--- src/rtl/mem_port_arbiter.sv ---
// ============================================================================
// mem_port_arbiter
// ----------------------------------------------------------------------------
// Shares one single-ported memory between the instruction fetch stage and the
// data (MEM) stage of a pipelined core. At most one memory transaction is
// outstanding. Ties are broken round-robin, and data wins the first tie after
// reset.
//
// Ports
//   clk_i, rst_i      clock (rising edge) / asynchronous active-low reset
//   if_req_i/addr_i   instruction fetch request and address
//   dm_read_i/write_i data load / store request from the MEM stage
//   dm_addr_i/wdata_i data address and store data
//   mem_ack_i/rdata_i memory completion strobe and read data
//   mem_req_o/we_o    registered request and write enable to memory
//   mem_addr_o/wdata_o registered address / write data, held while requesting
//   if_rdata_o/valid_o fetched instruction with a one-cycle valid pulse
//   dm_rdata_o        load data (updated on load completion only)
//   memStall_o        freeze EX/MEM and earlier while a data access is pending
//   ifStall_o         freeze PC and IF/ID while any access is pending
// ============================================================================
module mem_port_arbiter #(
    parameter int ADDR_W = 32
) (
    input  logic              clk_i,
    input  logic              rst_i,
    input  logic              if_req_i,
    input  logic [ADDR_W-1:0] if_addr_i,
    input  logic              dm_read_i,
    input  logic              dm_write_i,
    input  logic [ADDR_W-1:0] dm_addr_i,
    input  logic [ADDR_W-1:0] dm_wdata_i,
    input  logic              mem_ack_i,
    input  logic [ADDR_W-1:0] mem_rdata_i,
    output logic              mem_req_o,
    output logic              mem_we_o,
    output logic [ADDR_W-1:0] mem_addr_o,
    output logic [ADDR_W-1:0] mem_wdata_o,
    output logic [ADDR_W-1:0] if_rdata_o,
    output logic              if_valid_o,
    output logic [ADDR_W-1:0] dm_rdata_o,
    output logic              memStall_o,
    output logic              ifStall_o
);

    typedef enum logic [1:0] {
        ST_IDLE = 2'd0,
        ST_DATA = 2'd1,
        ST_INST = 2'd2
    } state_t;

    localparam logic GRANT_DATA = 1'b0;
    localparam logic GRANT_INST = 1'b1;

    state_t            state_q, state_d;
    logic              last_grant_q, last_grant_d;
    logic              dm_done_q, dm_done_d;
    logic              if_done_q, if_done_d;
    logic              mem_req_q, mem_req_d;
    logic              mem_we_q, mem_we_d;
    logic [ADDR_W-1:0] mem_addr_q, mem_addr_d;
    logic [ADDR_W-1:0] mem_wdata_q, mem_wdata_d;
    logic [ADDR_W-1:0] if_rdata_q, if_rdata_d;
    logic              if_valid_q, if_valid_d;
    logic [ADDR_W-1:0] dm_rdata_q, dm_rdata_d;

    logic              dm_pend;
    logic              if_pend;
    logic              grant_data;
    logic              grant_inst;

    // A request whose completion is being reported this cycle is not pending,
    // which keeps it from being granted a second time.
    assign dm_pend = (dm_read_i | dm_write_i) & ~dm_done_q;
    assign if_pend = if_req_i & ~if_done_q;

    // Arbitration decision, only meaningful while idle.
    always_comb begin
        grant_data = 1'b0;
        grant_inst = 1'b0;
        if (state_q == ST_IDLE) begin
            grant_data = dm_pend & (~if_pend | (last_grant_q == GRANT_INST));
            grant_inst = if_pend & ~grant_data;
        end else begin
            grant_data = 1'b0;
            grant_inst = 1'b0;
        end
    end

    // FSM state register.
    always_ff @(posedge clk_i or negedge rst_i) begin
        if (!rst_i) begin
            state_q <= ST_IDLE;
        end else begin
            state_q <= state_d;
        end
    end

    // FSM next-state logic; acks are only honoured in DATA/INST.
    always_comb begin
        state_d = state_q;
        case (state_q)
            ST_IDLE: begin
                if (grant_data) begin
                    state_d = ST_DATA;
                end else if (grant_inst) begin
                    state_d = ST_INST;
                end else begin
                    state_d = ST_IDLE;
                end
            end
            ST_DATA, ST_INST: begin
                if (mem_ack_i) begin
                    state_d = ST_IDLE;
                end else begin
                    state_d = state_q;
                end
            end
            default: state_d = ST_IDLE;
        endcase
    end

    // FSM output logic: latch request fields on grant, capture read data on ack.
    always_comb begin
        last_grant_d = last_grant_q;
        dm_done_d    = 1'b0;
        if_done_d    = 1'b0;
        if_valid_d   = 1'b0;
        mem_req_d    = mem_req_q;
        mem_we_d     = mem_we_q;
        mem_addr_d   = mem_addr_q;
        mem_wdata_d  = mem_wdata_q;
        if_rdata_d   = if_rdata_q;
        dm_rdata_d   = dm_rdata_q;
        case (state_q)
            ST_IDLE: begin
                if (grant_data) begin
                    mem_req_d   = 1'b1;
                    mem_we_d    = dm_write_i;
                    mem_addr_d  = dm_addr_i;
                    mem_wdata_d = dm_wdata_i;
                end else if (grant_inst) begin
                    mem_req_d   = 1'b1;
                    mem_we_d    = 1'b0;
                    mem_addr_d  = if_addr_i;
                    mem_wdata_d = {ADDR_W{1'b0}};
                end else begin
                    mem_req_d = 1'b0;
                end
            end
            ST_DATA: begin
                if (mem_ack_i) begin
                    mem_req_d    = 1'b0;
                    last_grant_d = GRANT_DATA;
                    dm_done_d    = 1'b1;
                    // Stores complete without touching the load data register.
                    if (!mem_we_q) begin
                        dm_rdata_d = mem_rdata_i;
                    end else begin
                        dm_rdata_d = dm_rdata_q;
                    end
                end else begin
                    mem_req_d = 1'b1;
                end
            end
            ST_INST: begin
                if (mem_ack_i) begin
                    mem_req_d    = 1'b0;
                    last_grant_d = GRANT_INST;
                    if_done_d    = 1'b1;
                    if_valid_d   = 1'b1;
                    if_rdata_d   = mem_rdata_i;
                end else begin
                    mem_req_d = 1'b1;
                end
            end
            default: begin
                mem_req_d = 1'b0;
            end
        endcase
    end

    // Datapath and bookkeeping registers; reset abandons any transaction.
    always_ff @(posedge clk_i or negedge rst_i) begin
        if (!rst_i) begin
            last_grant_q <= GRANT_INST;
            dm_done_q    <= 1'b0;
            if_done_q    <= 1'b0;
            mem_req_q    <= 1'b0;
            mem_we_q     <= 1'b0;
            mem_addr_q   <= {ADDR_W{1'b0}};
            mem_wdata_q  <= {ADDR_W{1'b0}};
            if_rdata_q   <= {ADDR_W{1'b0}};
            if_valid_q   <= 1'b0;
            dm_rdata_q   <= {ADDR_W{1'b0}};
        end else begin
            last_grant_q <= last_grant_d;
            dm_done_q    <= dm_done_d;
            if_done_q    <= if_done_d;
            mem_req_q    <= mem_req_d;
            mem_we_q     <= mem_we_d;
            mem_addr_q   <= mem_addr_d;
            mem_wdata_q  <= mem_wdata_d;
            if_rdata_q   <= if_rdata_d;
            if_valid_q   <= if_valid_d;
            dm_rdata_q   <= dm_rdata_d;
        end
    end

    assign mem_req_o   = mem_req_q;
    assign mem_we_o    = mem_we_q;
    assign mem_addr_o  = mem_addr_q;
    assign mem_wdata_o = mem_wdata_q;
    assign if_rdata_o  = if_rdata_q;
    assign if_valid_o  = if_valid_q;
    assign dm_rdata_o  = dm_rdata_q;

    // Stalls must react in the same cycle the pipeline raises a request.
    assign memStall_o  = dm_pend;
    assign ifStall_o   = if_pend | dm_pend;

endmodule

--- config.mk ---
export PLATFORM = sky130hd
export DESIGN_NAME = mem_port_arbiter
export DESIGN_NICKNAME = d
export VERILOG_FILES = /design/src/rtl/mem_port_arbiter.sv
export SDC_FILE = /design/constraint.sdc
export NUM_CORES = 1
export LEC_CHECK = 0
export CELL_PAD_IN_SITES_DETAIL_PLACEMENT = 0
export CELL_PAD_IN_SITES_GLOBAL_PLACEMENT = 1
export CORE_MARGIN = 1.5
export CORE_UTILIZATION = 31
export DETAILED_ROUTE_END_ITERATION = 8
export GPL_ROUTABILITY_DRIVEN = 0
export PLACE_DENSITY_LB_ADDON = 0.15
export SLEW_MARGIN = 15
export SYNTH_ARGS = -nofsm -noshare
export SYNTH_HDL_FRONTEND = slang
export SYNTH_SLANG_ARGS = --single-unit
--- constraint.sdc ---
create_clock -name clk_i -period 2.3 [get_ports clk_i]
set_input_delay 0.23 -clock clk_i [delete_from_list [all_inputs] [get_ports clk_i]]
set_output_delay 0.23 -clock clk_i [all_outputs]
set_load 0.01 [all_outputs]
======== Word-level counts from Yosys, hierarchy flattened ========
Cells that the tools add are included.
cells by class
  equality and inequality tests ........... 5
  multiplexer cells ....................... 22
  bitwise logic cells ..................... 12
  reductions and logical operators ........ 8
operator list
  kind                count
  $mux 32             4
  $mux 1              12
  $mux 2              3
  $reduce_and 3->1    2
  $not 1->1           5
  $and 1x1->1         4
  $ne 2x2->1 const B  2
  $pmux 1 s2          2
  $pmux 2 s2          1
  $reduce_and 2->1    2
  $reduce_bool 2->1   2
  $or 1x1->1          3
  $eq 2x1->1 const B  1
  $eq 2x2->1 const B  1
  $logic_not 2->1     1
  $ne 2x1->1 const B  1
  $reduce_or 2->1     1
word-level totals
  bits in registers ....................... 135
  logic and storage cells ................. 57

======== Longest topological paths before layout ========
Gate-level depths: netlist (run 1).
  depth in word-level cells ............... 11
  gate-level depth with buffers ........... 7
  gate-level depth less buffers ........... 5

======== Worst setup path before layout (run 1) ========
OpenSTA, ideal clock, no wires.
  path kind ............................... flip-flop to flip-flop
  from .................................... register state_q[0]
  to ...................................... register mem_addr_q[12], in the netlist mem_addr_o[12]
  setup slack ............................. 583 ps
  stages on the path, launching flop included .. 8
  period minus slack after synthesis ...... 1717 ps
  path buffers ............................ 2
  arrival ................................. 1576 ps
  path through ............................ dfrtp_1 -> inv_1 -> ha_1 -> and3b_1 -> clkbuf_1 -> a21o_1 -> buf_1 -> a31oi_1
between the ends
  longest elaborated chain between the ends .. 4
ends and longest elaborated chain
  item                                line     source
  from (decl)                         55       state_t state_q, state_d;
  from (signal assigned)              95       state_q <= state_d;
  $logic_not 2->1 (*)                 81, 135
  $mux 1                              81       if (state_q == ST_IDLE) begin
  $reduce_bool 2->1 (no source line)  n/a
  $reduce_and 2->1 (no source line)   n/a
  to (signal assigned)                191      mem_addr_q <= {ADDR_W{1'b0}};
  to (signal assigned)                202      mem_addr_q <= mem_addr_d;
  to (decl)                           61       logic [ADDR_W-1:0] mem_addr_q, mem_addr_d;
Every way passes the cells marked *; elsewhere a longest branch is shown, timed or not.
A chain may end at the register's enable or synchronous reset.

======== Worst setup path in the final report (run 1) ========
  from .................................... register dm_done_q
  to ...................................... output port ifStall_o
between the ends
  longest elaborated chain between the ends .. 3
ends and longest elaborated chain
  item                    line  source
  from (decl)             57    logic dm_done_q, dm_done_d;
  from (signal assigned)  198   dm_done_q <= dm_done_d;
  $not 1->1               74    assign dm_pend = (dm_read_i | dm_write_i) & ~dm_done_q;
  $and 1x1->1             74
  $or 1x1->1              220   assign ifStall_o = if_pend | dm_pend;
  to (decl)               43    output logic ifStall_o
Every way passes these cells.

==> out/results.tsv, run 1 <==
stage	metric	value	unit
synthesis	Cell variety after synth	30	
route	Final ANT Viol Nets	0	
sta	Post-Route Setup TNS	0	ns
synthesis	Synth top area share	0.603	
setup_path	reg2reg start	state_q[1]$_DFFE_PN0N_	
power	Power Dens Cells	1390	nW/µm²
sta	fin. max-slew vios	0	
sta	Final Cycle Share	0.854	
synthesis	largest cells by area after synthesis	dfrtp_1 (60%), mux2_2 (13%), a22o_1 (5.0%)	
floorplanning	IO Pins	267	
clock_tree	Post CTS Setup Buffer Count	0	
power	Peak supply drop	0.672	mV
cells_and_area	fin util	0.518	
sta	Hold Vio Cnt, Final	0	
cells_and_area	# diodes	0	
sta	RSZ-0062 raised after global routing	no	
route	DRT Wirelength	17.7	mm
synthesis	sequential share of the synthesized area	0.608	
synthesis	Post-Synthesis Cell Area	5560	µm²
clock_tree	Post-CTS Hold Fix Bufs	1	
cells_and_area	growth of design area from synthesis to finish	62.2	%
route	Pre-Repair DR Iteration Count	4	
clock_tree	clk sink count	135	
sta	clk_skew	0.00754	ns
floorplanning	die width	137	µm
sta	min Tclk post-route	1.96	ns
clock_tree	CTS tree	yes	
grt	vias in the first global route	5123	
setup_path	Worst Setup Path Type	flop to output port	
setup_path	CP startpoint kind	flop	
clock_tree	Clk pin slew, worst setup/hold paths	0.06	ns
floorplanning	Initial Utilization	0.319	
clock_tree	post-CTS resize count	0	
synthesis	cell taking the most area after synthesis	dfrtp_1	
outcome	status	finished clean	
sta	Slew Limit Headroom	0.728	
route	DRT iter0 DRCs	127	
power	total power	12.5	mW
setup_path	CP Data Required Time	2.07	ns
grt	total track usage	0.187	
grt	initial antenna violation count	0	
sta	Min Hold Slack	0.299	ns
grt	GRT Residual Overflow	0	
clock_tree	Clock Latency Late Sink	0.41	ns
power	leakage	3.71	nW
cells_and_area	Final #Nets	832	
cells_and_area	share of cells above drive strength 1	0.169	
clock_tree	Max clock buf depth	2	
grt	largest net degree at the start of global routing	53	
synthesis	Post-Syn Instances	432	
route	vias post-DR	4772	
sta	# setup viols final	0	
synthesis	Avg Cell Area, Syn	12.9	µm²
setup_path	worst-path fanout max	4	
place	detailed placer's ending HPWL	12.2	mm
route	DR DRC count	0	
floorplanning	Vert. Die Dim	137	µm
grt	first-pass GRT wire length	26.8	mm
floorplanning	Core Box Area	17400	µm²
run	max_cap viols	0	
clock_tree	H-tree levels	4	
floorplanning	Die Area	18700	µm²
synthesis	Ys Warns	0	
route	WL per Instance	19.0	µm
sta	FMAX	509	MHz
setup_path	crit path launch	dm_done_q$_DFF_PN0_	
min_path	worst hold path class	input port to async pin	
place	placed cell count	899	
cells_and_area	Final Non-Filler Cells	931	
synthesis	syn nets	570	
setup_path	Worst Path Arrival	1.73	ns
route	via/cell ratio	5.13	
place	port buffer count	266	
setup_path	CP endpoint kind	output port	
clock_tree	root buffer cell	clkbuf_16	
synthesis	synthesis-stage register bit count	135	
floorplanning	Cell Rows	48	
clock_tree	CTS buffer count	17	
sta	worst-margin pin slew	0.408	ns
## cell usage in the layout (no fill, tap or decap), drive strengths merged, types with 2 or more instances in the layout
cell	n
inv	7
clkinvlp	4
clkinv	8
clkdlybuf4s50	265
dfrtp	134
buf	18
nand2	2
a31oi	32
o21ai	36
mux2	65
nand3	32
a211oi	32
ha	4
a22o	32
clkbuf	19
a21oi	2
## state kept, by name, summed over array words and instances, names as in the netlist
register      flops
dm_done_q         1
if_valid_o        1
mem_we_o          1
dm_rdata_o       32
last_grant_q      1
mem_req_o         1
if_rdata_o       32
state_q           2
mem_addr_o       32
mem_wdata_o      32
## worst paths after layout
| path | endpoint | slack, ns | depth (start not counted) |
|---|---|---|---|
| min reg2reg | if_rdata_o[17]$_DFFE_PN0P_ | 0.50 | 1 |
| min in group clk_i | mem_addr_o[17]$_DFFE_PN0P_ | 0.40 | 3 |
| max reg2reg | mem_addr_o[8]$_DFFE_PN0P_ | 0.54 | 6 |
| max | ifStall_o | 0.34 | 3 |
| min | mem_wdata_o[9]$_DFFE_PN0P_ | 0.30 | 2 |
| max in group asynchronous | dm_rdata_o[23]$_DFFE_PN0P_ | 1.34 | 3 |
## cell usage after synthesis, drive strengths merged
cell type,n
ha,4
and3b,1
or3b,1
o21ai,36
dfstp,1
clkbuf,26
o211ai,1
a22o,32
nor2b,1
nand2b,1
nand3,32
a21oi,2
a31oi,32
and2,1
buf,15
or2,1
dfrtp,134
nand4b,1
inv,6
clkinv,1
a211oi,32
a21o,1
o21bai,1
nand2,2
and3,1
nor3b,1
mux2,65
## power by group
group          total (mW)  switching (mW)  leakage [nW]  internal, mW
Combinational        5.94            2.65          1.83          3.29
Sequential           4.14           0.613          1.64          3.53
Clock                2.41            1.02         0.251          1.39
Total                12.5            4.29          3.71          8.21
## cells by family (layout without fill, tap and decap cells)
group                      Yosys count  after routing  share of synthesized area
AOI/OAI and AO/OA                  137            137                      0.169
adders and majority gates            4              4                    0.00900
buffers and inverters               48            322                     0.0396
DFF                                135            135                      0.608
muxes                               65             65                      0.132
and+or+nand+nor                     43             43                     0.0428
## area by class of cell
class	instances	area, µm²
Multi-Input combinational cell	249	1970
Clock inverter	12	81.3
Clock buffer	19	443
Tap cell	225	282
Sequential cell	135	3380
Inverter	7	26.3
Fill cell	1516	8400
Timing Repair Buffer	284	2840
## through the flow
stage | worst slack [ns] | area (µm²)
after global placement | 0.448 | 8480
after detailed placement | 0.410 | 8480
after floorplan | 0.583 | 5560
after global routing | 0.246 | 9020
after CTS | 0.312 | 9020
final | 0.336 | 9020
## layer usage
layer  track usage  wire (µm)
met3        0.0800       1840
met5             0          0
met4        0.0596        269
met1         0.212       6900
met2         0.317       8690
## critical path, stage by stage (launching register included)
cell	delay, ns
dfrtp_1	0.39
o21bai_2	0.23
o21ai_0	0.10
clkdlybuf4s50_1	0.61
Note: power is estimated with default switching activity, not from simulation.
==> inputs of run 2 (changes only) <==
--- a/config.mk
+++ b/config.mk
@@ -5,6 +5,7 @@
 export SDC_FILE = /design/constraint.sdc
 export NUM_CORES = 1
 export LEC_CHECK = 0
+export CAP_MARGIN = 20
 export CELL_PAD_IN_SITES_DETAIL_PLACEMENT = 0
 export CELL_PAD_IN_SITES_GLOBAL_PLACEMENT = 1
 export CORE_MARGIN = 1.5
@@ -16,3 +17,4 @@
 export SYNTH_ARGS = -nofsm -noshare
 export SYNTH_HDL_FRONTEND = slang
 export SYNTH_SLANG_ARGS = --single-unit
+export TNS_END_PERCENT = 50
==> results of run 2 <==
Same layout as run 1: the final DEF is identical, and so are final timing and power.
==> inputs of run 3 (changes only) <==
--- a/config.mk
+++ b/config.mk
@@ -12,7 +12,8 @@
 export CORE_UTILIZATION = 31
 export DETAILED_ROUTE_END_ITERATION = 8
 export GPL_ROUTABILITY_DRIVEN = 0
-export PLACE_DENSITY_LB_ADDON = 0.15
+export GPL_TIMING_DRIVEN = 0
+export PLACE_DENSITY_LB_ADDON = 0.1
 export SLEW_MARGIN = 15
 export SYNTH_ARGS = -nofsm -noshare
 export SYNTH_HDL_FRONTEND = slang
==> run 3 against run 2 <==
Effect of this change:
- clock-buffer cell count decreased by 1
- global-route usage decreased by 0.056 points
- register-to-register slack got worse by 0.32 ns
- fmax decreased by 8.9%
- total power increased by 3.5%
- die area unchanged
- hold slack got worse by 0.034 ns
- flip-flop and latch count unchanged
- routed wire length decreased by 0.30%
- worst setup slack got worse by 0.19 ns
- non-clock buffer count increased by 24
- critical path type unchanged
- largest power group unchanged
==> out/results.tsv, run 3 (same netlist as run 1, synthesis figures left out) <==
stage	metric	value	unit	change
run	max_cap viols	0		unchanged
sta	FMAX	464	MHz	-8.9%
grt	first-pass GRT wire length	26.9	mm	+0.67%
cells_and_area	fin util	0.526		+0.00862
floorplanning	Core Box Area	17400	µm²	unchanged
sta	Final Cycle Share	0.938		+0.0837
clock_tree	Clock Latency Late Sink	0.42	ns	about the same
route	met3 routed WL	1.91	mm	+4.1%
clock_tree	H-tree levels	4		unchanged
cells_and_area	Final Non-Filler Cells	956		+2.7%
sta	Hold Vio Cnt, Final	0		unchanged
sta	RSZ-0062 raised after global routing	no		
sta	clk_skew	0.00702	ns	-0.000520 ns
place	placed cell count	924		+2.8%
route	M1 wire length	6.95	mm	+0.64%
floorplanning	Initial Utilization	0.319		unchanged
setup_path	Worst Path Arrival	1.93	ns	+0.20 ns
power	leakage	3.76	nW	+1.3%
grt	vias in the first global route	5034		-1.7%
clock_tree	Post CTS Setup Buffer Count	0		unchanged
route	DRT iter0 DRCs	222		+75%
clock_tree	CTS buffer count	17		unchanged
setup_path	worst-path fanout max	10		+6
power	Power Dens Cells	1410	nW/µm²	+1.8%
power	total power	12.9	mW	+3.5%
power	Peak supply drop	0.731	mV	+8.8%
setup_path	CP endpoint kind	output port		
route	Final ANT Viol Nets	0		unchanged
power	combinational share of power	0.463		-0.013
min_path	worst hold path class	input port to async pin		
sta	fin. max-slew vios	0		unchanged
route	Pre-Repair DR Iteration Count	4		unchanged
clock_tree	root buffer cell	clkbuf_16		
setup_path	CP startpoint kind	flop		
cells_and_area	# diodes	0		unchanged
cells_and_area	most common cell after layout, fill and taps aside	clkdlybuf4s50_1		
cells_and_area	Final #Nets	856		+2.9%
place	port buffer count	266		unchanged
clock_tree	Clk pin slew, worst setup/hold paths	0.06	ns	about the same
outcome	status	finished clean		
grt	total track usage	0.187		-0.000561
sta	min Tclk post-route	2.16	ns	+0.193 ns
setup_path	CP Data Required Time	2.07	ns	about the same
route	via/cell ratio	4.99		-2.7%
clock_tree	clk sink count	135		unchanged
sta	Slew Limit Headroom	0.527		-0.200
power	Clock power frac	0.217		+0.024
sta	worst-margin pin slew	0.707	ns	+0.299 ns
route	vias post-DR	4770		-0.042%
power	Seq pwr share	0.320		-0.011
grt	GRT Residual Overflow	0		unchanged
power	Pint	8.60	mW	+4.7%
floorplanning	die width	137	µm	unchanged
grt	largest net degree at the start of global routing	103		+94%
floorplanning	IO Pins	267		unchanged
cells_and_area	Post-Layout Inst Area	9170	µm²	+1.7%
grt	initial antenna violation count	0		unchanged
route	uppermost routed layer	met4		
clock_tree	Max clock buf depth	2		unchanged
cells_and_area	most frequent cells in the layout	clkdlybuf4s50_1 (265), dfrtp_1 (134), mux2_2 (65), o21ai_0 (36)		
cells_and_area	share of cells above drive strength 1	0.163		-0.00576
place	Placed Area	8540	µm²	+0.62%
route	WL per Instance	18.5	µm	-2.9%
setup_path	Worst Setup Path Type	flop to output port		
route	DR DRC count	0		unchanged
power	sw power	4.34	mW	+1.2%
clock_tree	CTS tree	yes		
place	detailed placer's ending HPWL	12.6	mm	+3.9%
cells_and_area	number of fill cells	1519		+0.20%
sta	# setup viols final	0		unchanged
route	DRT Wirelength	17.7	mm	-0.30%
cells_and_area	growth of design area from synthesis to finish	64.9	%	
floorplanning	Die Area	18700	µm²	unchanged
route	metal2 WL	8.54	mm	-1.8%
floorplanning	Vert. Die Dim	137	µm	unchanged
floorplanning	Cell Rows	48		unchanged
power	Net Sw Frac	0.335		-0.00772
## run 3: cell count changes in the layout (fill, tap and decap cells not counted), sizes merged
cell and delta:
buf -3, bufinv +3, clkbuf +26, clkinv -3, inv +2
## run 3: through the flow
stage | worst slack [ns] | hold slack (ns) | TNS, ns
global placement | -4.49 | 0.486 | -602.27
CTS | 0.0549 | 0.257 | 0
detailed placement | -0.164 | 0.109 | -0.195
global route | 0.0484 | 0.267 | 0
floorplan | 0.583 | -0.0656 | 0
finish | 0.143 | 0.265 | 0
## run 3: final timing paths
kind | start | endpoint | slack [ns] | depth (start not counted)
max | dm_done_q$_DFF_PN0_ | ifStall_o | 0.14 | 4
min in group clk_i | dm_addr_i[17] | mem_addr_o[17]$_DFFE_PN0P_ | 0.40 | 3
max reg2reg | state_q[1]$_DFFE_PN0N_ | mem_addr_o[8]$_DFFE_PN0P_ | 0.22 | 7
max in group asynchronous | rst_i | mem_addr_o[28]$_DFFE_PN0P_ | 1.22 | 3
min | rst_i | mem_wdata_o[3]$_DFFE_PN0P_ | 0.27 | 2
min reg2reg | last_grant_q$_DFFE_PN1P_ | last_grant_q$_DFFE_PN1P_ | 0.49 | 2
## run 3: layout make-up
cell class                 count  area, µm²  area share
tap                          225        282      0.0307
buffer                        40        194      0.0212
clock buffer                  18        439      0.0479
inverter                       7       27.5     0.00300
sequential                   135       3380       0.369
timing repair buffer         268       2710       0.295
multi-input combinational    249       1970       0.215
clock inverter                14        174      0.0190
## run 3: what timing repair did
action / CTS / global route
resized for setup: 2 / 3
hold endpoints to repair: 33 / 0
setup endpoints to repair: 2 / 22
hold buffers: 1 / 0
## run 3: power by group through the flow
stage | combinational [mW] | sequential (mW) | clock [mW]
2_1_floorplan | 2.29 | 4.61 | 0
3_3_place_gp | 5.96 | 4.11 | 0
3_5_place_dp | 6.01 | 4.17 | 0
4_1_cts | 6.05 | 4.14 | 2.90
5_1_grt | 6.47 | 4.27 | 3.01
6_report | 5.99 | 4.14 | 2.81
## run 3: worst max-delay path, cell delays in order (launching register included)
cell and delay [ns]:
dfrtp_1 0.39, o21bai_4 0.22, clkbuf_2 0.21, o21ai_0 0.11, clkdlybuf4s50_1 0.58
## run 3: per-layer routing
layer | GRT usage | vias up
met5 | 0 | -
met4 | 0.0620 | 0
met3 | 0.0774 | 20
met2 | 0.305 | 201
met1 | 0.222 | 2364
li1 | - | 2185
